<file path="src/rtl/cv_pad_scanner_if.sv">
// Pad-side pins and host-side results of the ColecoVision controller scanner.
// master = scanner, slave = pads plus the host consuming joy/key/evt.
interface cv_pad_scanner_if;
  logic [1:0]  ctrl_p1_i;
  logic [1:0]  ctrl_p2_i;
  logic [1:0]  ctrl_p3_i;
  logic [1:0]  ctrl_p4_i;
  logic [1:0]  ctrl_p6_i;
  logic [1:0]  ctrl_p5_o;
  logic [1:0]  ctrl_p8_o;
  logic [15:0] joy0_o;
  logic [15:0] joy1_o;
  logic [3:0]  key0_o;
  logic [3:0]  key1_o;
  logic [10:0] evt_o;

  modport master (
    input  ctrl_p1_i, ctrl_p2_i, ctrl_p3_i, ctrl_p4_i, ctrl_p6_i,
    output ctrl_p5_o, ctrl_p8_o, joy0_o, joy1_o, key0_o, key1_o, evt_o
  );

  modport slave (
    output ctrl_p1_i, ctrl_p2_i, ctrl_p3_i, ctrl_p4_i, ctrl_p6_i,
    input  ctrl_p5_o, ctrl_p8_o, joy0_o, joy1_o, key0_o, key1_o, evt_o
  );
endinterface

</file>
<file path="src/rtl/cv_pad_scanner.sv">
// Scans two ColecoVision pads (joystick then keypad half), debounces each port
// and emits joystick words, keypad codes and toggle-style key events.
//
// state  | meaning
// GAP    | both selects high, idle between rounds
// SEL_J  | joystick select low, settling
// SAMP_J | latch direction/fire pins
// SEL_K  | keypad select low, settling
// SAMP_K | latch keypad nibble and arm
// COMMIT | debounce, update outputs, load event queue
module cv_pad_scanner #(
  parameter int SETTLE_CYC = 32,
  parameter int GAP_CYC    = 1024,
  parameter int DEBOUNCE   = 3
) (
  input  logic              clk_i,
  input  logic              reset_n_i,
  input  logic              clk_en_i,
  cv_pad_scanner_if.master  pad
);

  typedef enum logic [2:0] {GAP, SEL_J, SAMP_J, SEL_K, SAMP_K, COMMIT} state_t;

  state_t      state;
  logic [15:0] cnt;
  logic [1:0]  p5, p8;
  logic [4:0]  joy_lat [2];
  logic [3:0]  nib [2];
  logic [1:0]  arm;
  logic [15:0] joy_q [2];
  logic [15:0] prev_word [2];
  logic [3:0]  key_q [2];
  logic [3:0]  prev_key [2];
  logic [2:0]  db_cnt [2];
  logic [5:0]  q_ent [4];
  logic [2:0]  q_cnt;
  logic [10:0] evt;

  logic [3:0]  cand_key [2];
  logic [15:0] cand_word [2];
  logic [2:0]  nxt_cnt [2];
  logic [1:0]  upd, key_chg;
  logic [5:0]  push_ent [4];
  logic [2:0]  push_n;

  function automatic logic [3:0] decode(input logic [3:0] n);
    case (n)
      4'b0011: return 4'd0;
      4'b1110: return 4'd1;
      4'b1101: return 4'd2;
      4'b0110: return 4'd3;
      4'b0001: return 4'd4;
      4'b1001: return 4'd5;
      4'b0111: return 4'd6;
      4'b1100: return 4'd7;
      4'b1000: return 4'd8;
      4'b1011: return 4'd9;
      4'b1010: return 4'd10;
      4'b0101: return 4'd11;
      4'b0100: return 4'd12;
      4'b0010: return 4'd13;
      default: return 4'd15;
    endcase
  endfunction

  always_comb begin
    upd     = '0;
    key_chg = '0;
    for (int p = 0; p < 2; p++) begin
      cand_key[p]  = decode(nib[p]);
      cand_word[p] = {2'b00, cand_key[p] == 4'd13, cand_key[p] == 4'd12,
                      cand_key[p] == 4'd3, cand_key[p] == 4'd2,
                      cand_key[p] == 4'd1, cand_key[p] == 4'd0,
                      cand_key[p] == 4'd11, cand_key[p] == 4'd10,
                      arm[p], joy_lat[p]};
      if (cand_word[p] == prev_word[p] && cand_key[p] == prev_key[p])
        nxt_cnt[p] = (db_cnt[p] == 3'd7) ? 3'd7 : db_cnt[p] + 3'd1;
      else
        nxt_cnt[p] = 3'd1;
      upd[p] = (state == COMMIT) && (nxt_cnt[p] >= 3'(DEBOUNCE)) &&
               (cand_word[p] != joy_q[p] || cand_key[p] != key_q[p]);
      key_chg[p] = upd[p] && (cand_key[p] != key_q[p]);
    end
  end

  // Compact up to four events (release before press, port 0 before port 1).
  always_comb begin
    push_n = 3'd0;
    for (int i = 0; i < 4; i++) push_ent[i] = 6'd0;
    for (int p = 0; p < 2; p++) begin
      if (key_chg[p]) begin
        if (key_q[p] != 4'd15) begin
          push_ent[push_n[1:0]] = {1'b0, 1'(p), key_q[p]};
          push_n = push_n + 3'd1;
        end
        if (cand_key[p] != 4'd15) begin
          push_ent[push_n[1:0]] = {1'b1, 1'(p), cand_key[p]};
          push_n = push_n + 3'd1;
        end
      end
    end
  end

  always_ff @(posedge clk_i or negedge reset_n_i) begin
    if (!reset_n_i) begin
      state <= GAP;
      cnt   <= 16'(GAP_CYC - 1);
      p5    <= 2'b11;
      p8    <= 2'b11;
      arm   <= '0;
      q_cnt <= '0;
      evt   <= '0;
      for (int p = 0; p < 2; p++) begin
        joy_lat[p]   <= '0;
        nib[p]       <= 4'b1111;
        joy_q[p]     <= '0;
        key_q[p]     <= 4'd15;
        prev_word[p] <= '0;
        prev_key[p]  <= 4'd15;
        db_cnt[p]    <= '0;
      end
      for (int i = 0; i < 4; i++) q_ent[i] <= '0;
    end else if (clk_en_i) begin
      case (state)
        GAP:
          if (cnt == 16'd0) begin
            state <= SEL_J;
            cnt   <= 16'(SETTLE_CYC - 1);
            p8    <= 2'b00;
          end else cnt <= cnt - 16'd1;
        SEL_J:
          if (cnt == 16'd0) state <= SAMP_J;
          else cnt <= cnt - 16'd1;
        SAMP_J: begin
          for (int p = 0; p < 2; p++)
            joy_lat[p] <= {~pad.ctrl_p6_i[p], ~pad.ctrl_p1_i[p], ~pad.ctrl_p2_i[p],
                           ~pad.ctrl_p3_i[p], ~pad.ctrl_p4_i[p]};
          p8    <= 2'b11;
          p5    <= 2'b00;
          state <= SEL_K;
          cnt   <= 16'(SETTLE_CYC - 1);
        end
        SEL_K:
          if (cnt == 16'd0) state <= SAMP_K;
          else cnt <= cnt - 16'd1;
        SAMP_K: begin
          for (int p = 0; p < 2; p++)
            nib[p] <= {pad.ctrl_p1_i[p], pad.ctrl_p2_i[p], pad.ctrl_p3_i[p], pad.ctrl_p4_i[p]};
          arm   <= ~pad.ctrl_p6_i;
          p5    <= 2'b11;
          state <= COMMIT;
        end
        COMMIT: begin
          for (int p = 0; p < 2; p++) begin
            prev_word[p] <= cand_word[p];
            prev_key[p]  <= cand_key[p];
            db_cnt[p]    <= nxt_cnt[p];
            if (upd[p]) begin
              joy_q[p] <= cand_word[p];
              key_q[p] <= cand_key[p];
            end
          end
          state <= GAP;
          cnt   <= 16'(GAP_CYC - 1);
        end
        default: begin
          state <= GAP;
          cnt   <= 16'(GAP_CYC - 1);
        end
      endcase

      // Queue is always empty at COMMIT: a round is far longer than four pops.
      if (state == COMMIT) begin
        for (int i = 0; i < 4; i++) q_ent[i] <= push_ent[i];
        q_cnt <= push_n;
      end else if (q_cnt != 3'd0) begin
        evt      <= {~evt[10], q_ent[0][5:4], 4'b0000, q_ent[0][3:0]};
        q_ent[0] <= q_ent[1];
        q_ent[1] <= q_ent[2];
        q_ent[2] <= q_ent[3];
        q_ent[3] <= '0;
        q_cnt    <= q_cnt - 3'd1;
      end
    end
  end

  assign pad.ctrl_p5_o = p5;
  assign pad.ctrl_p8_o = p8;
  assign pad.joy0_o    = joy_q[0];
  assign pad.joy1_o    = joy_q[1];
  assign pad.key0_o    = key_q[0];
  assign pad.key1_o    = key_q[1];
  assign pad.evt_o     = evt;

endmodule

</file>
<file path="src/flat_wrapper.sv">
// flat-port wrapper written by rule: the top's interface ports become plain ports
module cv_pad_scanner_flat 
#(
  parameter int SETTLE_CYC = 32,
  parameter int GAP_CYC    = 1024,
  parameter int DEBOUNCE   = 3
)
  (clk_i, reset_n_i, clk_en_i, pad_ctrl_p1_i, pad_ctrl_p2_i, pad_ctrl_p3_i, pad_ctrl_p4_i, pad_ctrl_p6_i, pad_ctrl_p5_o, pad_ctrl_p8_o, pad_joy0_o, pad_joy1_o, pad_key0_o, pad_key1_o, pad_evt_o);
  cv_pad_scanner_if pad_i ();
  input  logic clk_i;
  input  logic reset_n_i;
  input  logic clk_en_i;
  input wire logic [$bits(pad_i.ctrl_p1_i)-1:0] pad_ctrl_p1_i;
  input wire logic [$bits(pad_i.ctrl_p2_i)-1:0] pad_ctrl_p2_i;
  input wire logic [$bits(pad_i.ctrl_p3_i)-1:0] pad_ctrl_p3_i;
  input wire logic [$bits(pad_i.ctrl_p4_i)-1:0] pad_ctrl_p4_i;
  input wire logic [$bits(pad_i.ctrl_p6_i)-1:0] pad_ctrl_p6_i;
  output wire logic [$bits(pad_i.ctrl_p5_o)-1:0] pad_ctrl_p5_o;
  output wire logic [$bits(pad_i.ctrl_p8_o)-1:0] pad_ctrl_p8_o;
  output wire logic [$bits(pad_i.joy0_o)-1:0] pad_joy0_o;
  output wire logic [$bits(pad_i.joy1_o)-1:0] pad_joy1_o;
  output wire logic [$bits(pad_i.key0_o)-1:0] pad_key0_o;
  output wire logic [$bits(pad_i.key1_o)-1:0] pad_key1_o;
  output wire logic [$bits(pad_i.evt_o)-1:0] pad_evt_o;
  assign pad_i.ctrl_p1_i = pad_ctrl_p1_i;
  assign pad_i.ctrl_p2_i = pad_ctrl_p2_i;
  assign pad_i.ctrl_p3_i = pad_ctrl_p3_i;
  assign pad_i.ctrl_p4_i = pad_ctrl_p4_i;
  assign pad_i.ctrl_p6_i = pad_ctrl_p6_i;
  assign pad_ctrl_p5_o = pad_i.ctrl_p5_o;
  assign pad_ctrl_p8_o = pad_i.ctrl_p8_o;
  assign pad_joy0_o = pad_i.joy0_o;
  assign pad_joy1_o = pad_i.joy1_o;
  assign pad_key0_o = pad_i.key0_o;
  assign pad_key1_o = pad_i.key1_o;
  assign pad_evt_o = pad_i.evt_o;
  cv_pad_scanner #(.SETTLE_CYC(SETTLE_CYC), .GAP_CYC(GAP_CYC), .DEBOUNCE(DEBOUNCE)) u_core (.clk_i(clk_i), .reset_n_i(reset_n_i), .clk_en_i(clk_en_i), .pad(pad_i));
endmodule
</file>
<file path="config.mk">
export PLATFORM = sky130hd
export DESIGN_NAME = cv_pad_scanner_flat
export DESIGN_NICKNAME = d
export VERILOG_FILES = /design/src/rtl/cv_pad_scanner_if.sv /design/src/rtl/cv_pad_scanner.sv /design/src/flat_wrapper.sv
export SDC_FILE = /design/constraint.sdc
export NUM_CORES = 1
export LEC_CHECK = 0
export BUFFER_PORTS_ARGS = -buffer_cell sky130_fd_sc_hd__buf_2
export CAP_MARGIN = 10
export CORE_ASPECT_RATIO = 0.9
export CORE_MARGIN = 3
export CORE_UTILIZATION = 31
export CTS_CLUSTER_SIZE = 8
export DETAILED_ROUTE_END_ITERATION = 12
export GPL_TIMING_DRIVEN = 0
export PLACE_DENSITY = 0.48
export SYNTH_ARGS = -nofsm -noshare
export SYNTH_HDL_FRONTEND = slang
export SYNTH_SLANG_ARGS = --single-unit
</file>
<file path="constraint.sdc">
create_clock -name clk_i -period 5 [get_ports clk_i]
set_clock_uncertainty 0.05 [all_clocks]
set_input_delay 0.75 -clock clk_i [delete_from_list [all_inputs] [get_ports clk_i]]
set_output_delay 0.75 -clock clk_i [all_outputs]
set_load 0.05 [all_outputs]
</file>
==> results.md <==
* Status: completed
* Finished Core Util at between 30% and 40%
* Placed cell area at between 10000 and 15000 um^2
* Final Cell Area at 11400 um^2
* Final worst path period share at between 90% and 100%
* Clock sink count at 153
* Pin slew with the least headroom to its limit at roughly 960 ps
* GP Congestion at 0.870
* Synth async-reset ratio at 100%
* Maxcap violations at 0
* Initial drt markers at roughly 540
* Crit path DAT at a little over 5000 ps
* CP startpoint: u_core.nib[4]
* Drt drc at 0
* Pin count of the biggest net entering global routing at between 80 and 90
* YS warnings at 0
* Overall Global Routing Usage at between 10% and 20%
* DIE WIDTH at about 190 um
* Synth Flop Type: dfrtp_1
* Final WL at around 28000 um
* R2R Setup Slk at about 110 ps
* CP Launch Type: flip-flop
* Vias in the first global route at just under 8k
* Ranking of synthesized cells by area: dfrtp_1, dfstp_2, nand2_1, mux2_2, a21oi_1
* Mapped cell area at between 9000 and 10000 um^2
* Die footprint at about 33000 um^2
* R2r endpoint: u_core.q_ent[12]
* Starting density of the core at approximately a third
* Clock slew at reported path FFs at 80 ps
* Maximum clock path buffer count at 2
* Hold WC Path Type: in -> async
* Final hold vios at 0
* Met1 wire length at about 14000 um
* Drt first pass iters at 5
* Overflow after GRT at 0
* WP data required at approximately 5200 ps
* Core area at 29500 um^2
* Critical-path maximum fanout at 5
* Worst relative slew slack at between 30% and 40%
* CTS Buf Count at 17
* Max Clock Freq at 204 MHz
* Fin. max-slew vios at 0
* Leakage power at 4.97 nW
* Syn Inst Count at 1039
* Mean post-synth cell area at 9.08 um^2
* Initial antenna violation count at 0
* Register bit count reported by yosys at between 150 and 200
* RR Startpoint: u_core.nib[4]
* Worst setup EP type: flip-flop
* Number of library cell types mapped by synthesis at 85
* Dpl hpwl at approximately 20000 um
* Worst setup endpoint: u_core.q_ent[12]
* Layout Nets at roughly 1.2k
* Avg WL per Cell at ~18 um
* H-Tree Level Count at 4
* Unrepaired setup endpoints after global routing: true
* Routed wl met2 at 12300 um
* Row cnt at a little under 60
* Vias at 8110
* Highest routed layer: met4
* Hold buffers post-CTS at 0
* Sequential area share after synthesis at between 40 and 50%
* Synth top area share at a little under a third
* Io pins at 68
* DRT antenna net count at 0
* Number of synthesized flops with an enable pin at 0
* Pwr dens at 309 nW/um^2
* Global-route wire length before repair at ~45000 um
* Skew-Pair Late Insertion Delay at ~440 ps
* Area growth, synth to finish at 21.2%
* R2R depth at 22
* Port bufs at 59
* CTS tree: built
* Final Hold Slack at between 200 and 250 ps
* Vias/cell at a little over 5
* Endpoints failing setup at 0
* Antenna Cells at 0
* Root Driver: clkbuf_16
* WL met3 at 1310 um
* Post-synth top area cell: dfrtp_1
* Minimum clock period at 4890 ps
* Max VDD drop at roughly 0.23 mV
* WS Path Type: reg -> reg
* Share of layout cells above drive strength 1 at between 20% and 30%
* Die span in y at between 150 and 200 um
where the power goes:
part,switching (mW),internal [mW]
clock network,0.597,0.757
registers,0.0688,1.35
logic,0.504,0.251
total,1.17,2.36
stage by stage:
stage | worst slack, ps | power, mW | setup TNS (ps) | cells
after floorplan | 3.30 | 1.93 | 0 | 1046
after global placement | -876 | 2.14 | -5910 | 1501
after detailed placement | -865 | 2.14 | -5930 | 1503
after CTS | 25.4 | 3.54 | 0 | 1544
after global routing | -86.3 | 3.72 | -185 | 1560
final | 107 | 3.53 | 0 | 1560
state kept, by name (all words and copies together) (netlist names):
signal                cells
u_core.q_ent             24
u_core.pad.evt_o          7
u_core.prev_word         28
u_core.state              3
u_core.db_cnt             6
u_core.pad.joy0_o        14
u_core.pad.ctrl_p8_o      1
u_core.prev_key           8
u_core.pad.ctrl_p5_o      1
u_core.q_cnt              3
u_core.pad.key0_o         4
u_core.pad.key1_o         4
u_core.nib                8
u_core.cand_word         10
u_core.pad.joy1_o        14
u_core.arm                2
u_core.cnt               16
layer usage:
layer  global-route usage [%]  up-vias
met4                     3.92        0
met2                     26.3      180
li1                         -     3947
met1                     26.0     3961
met5                        0        -
met3                     3.26       22
cells in the mapped netlist (all sizes together), types with 8 or more instances:
master	n
a211oi	8
a21oi	68
a31oi	12
and2	10
buf	29
clkbuf	38
dfrtp	117
dfstp	36
ha	26
inv	35
mux2	43
mux2i	13
nand2	163
nand2b	9
nand3	20
nor2	78
nor3	26
nor4	16
o211ai	10
o21ai	67
o31ai	16
or3	9
xnor2	30
xor2	18
cells by family (layout without fill, tap and decap cells):
| family | after synthesis | count (layout) | synth area share (%) |
|---|---|---|---|
| AO/OA/AOI/OAI | 268 | 268 | 19.0 |
| XOR/XNOR | 48 | 48 | 4.53 |
| adder cells (fa/ha/maj) | 26 | 26 | 3.45 |
| buffers and inverters | 103 | 221 | 5.09 |
| flip-flops | 153 | 153 | 41.1 |
| multiplexers | 56 | 56 | 7.08 |
| other | 1 | 8 | 0.0397 |
| AND/OR/NAND/NOR | 384 | 384 | 19.8 |
critical path, stage by stage, from the launching register on:
cell and delay, ps:
dfstp_2 550, buf_8 100, clkinvlp_4 130, ha_4 250, nor2b_4 130, o21a_2 220, or3_4 410, a2111oi_4 350
o311ai_2 160, nor4_2 280, buf_4 170, buf_6 110, and2_4 150, ha_4 190, inv_2 40, a22o_1 160
inv_2 70, ha_4 160, and2_4 140, or4_4 470, o2111a_1 250, a21oi_2 110, o22ai_1 80
how the worst min path moves through the flow:
stage / end / slack [ps] / depth (start not counted) / from
CTS: u_core.pad.joy0_o[2] / 250 / 1 / reset_n_i
global placement: u_core.pad.evt_o[10] / 410 / 1 / u_core.pad.evt_o[10]
finish: u_core.pad.joy0_o[4] / 230 / 1 / reset_n_i
floorplan: u_core.pad.evt_o[9] / 390 / 2 / u_core.q_ent[23]
detailed placement: u_core.pad.evt_o[2] / 410 / 2 / u_core.pad.evt_o[2]
global route: u_core.cand_word[17] / 270 / 1 / reset_n_i
layout by cell type (no fill, tap or decap), types with 6 or more instances in the layout:
cell | Yosys | layout
nand2_1 | 161 | 159
dfrtp_1 | 117 | 117
nor2_1 | 78 | 78
buf_2 | 12 | 69
a21oi_1 | 68 | 66
o21ai_0 | 63 | 61
clkbuf_1 | 38 | 36
dfstp_2 | 36 | 36
buf_4 | 12 | 34
inv_1 | 35 | 32
mux2_2 | 33 | 32
xnor2_1 | 29 | 28
nor3_1 | 24 | 22
ha_1 | 26 | 21
nand3_1 | 20 | 18
xor2_1 | 18 | 18
clkbuf_16 | 0 | 17
o31ai_1 | 15 | 15
nor4_1 | 13 | 13
a31oi_1 | 12 | 12
mux2_4 | 10 | 11
nand2b_1 | 9 | 9
mux2i_1 | 11 | 9
a211oi_1 | 8 | 8
o211ai_1 | 8 | 8
or3_1 | 9 | 8
conb_1 | 1 | 8
buf_6 | 3 | 7
nand4_1 | 6 | 6
and2_1 | 9 | 6
or2_2 | 6 | 6
a21o_1 | 6 | 6
layout make-up:
| class | instances | area [um^2] |
|---|---|---|
| Clock inverter | 15 | 183 |
| Inverter | 36 | 139 |
| Buffer | 66 | 359 |
| Timing Repair Buffer | 87 | 572 |
| Fill cell | 2979 | 18000 |
| Tap cell | 396 | 495 |
| Sequential cell | 153 | 3870 |
| Clock buffer | 17 | 425 |
| Multi-Input combinational cell | 790 | 5390 |
timing repair:
item,4_1_cts,5_1_grt
setup buffers,10,16
gates resized for setup,34,27
pin swaps,6,14
endpoints found under the setup margin,25,14
hold endpoints to repair,0,0
(Power assumes the default switching activity.)
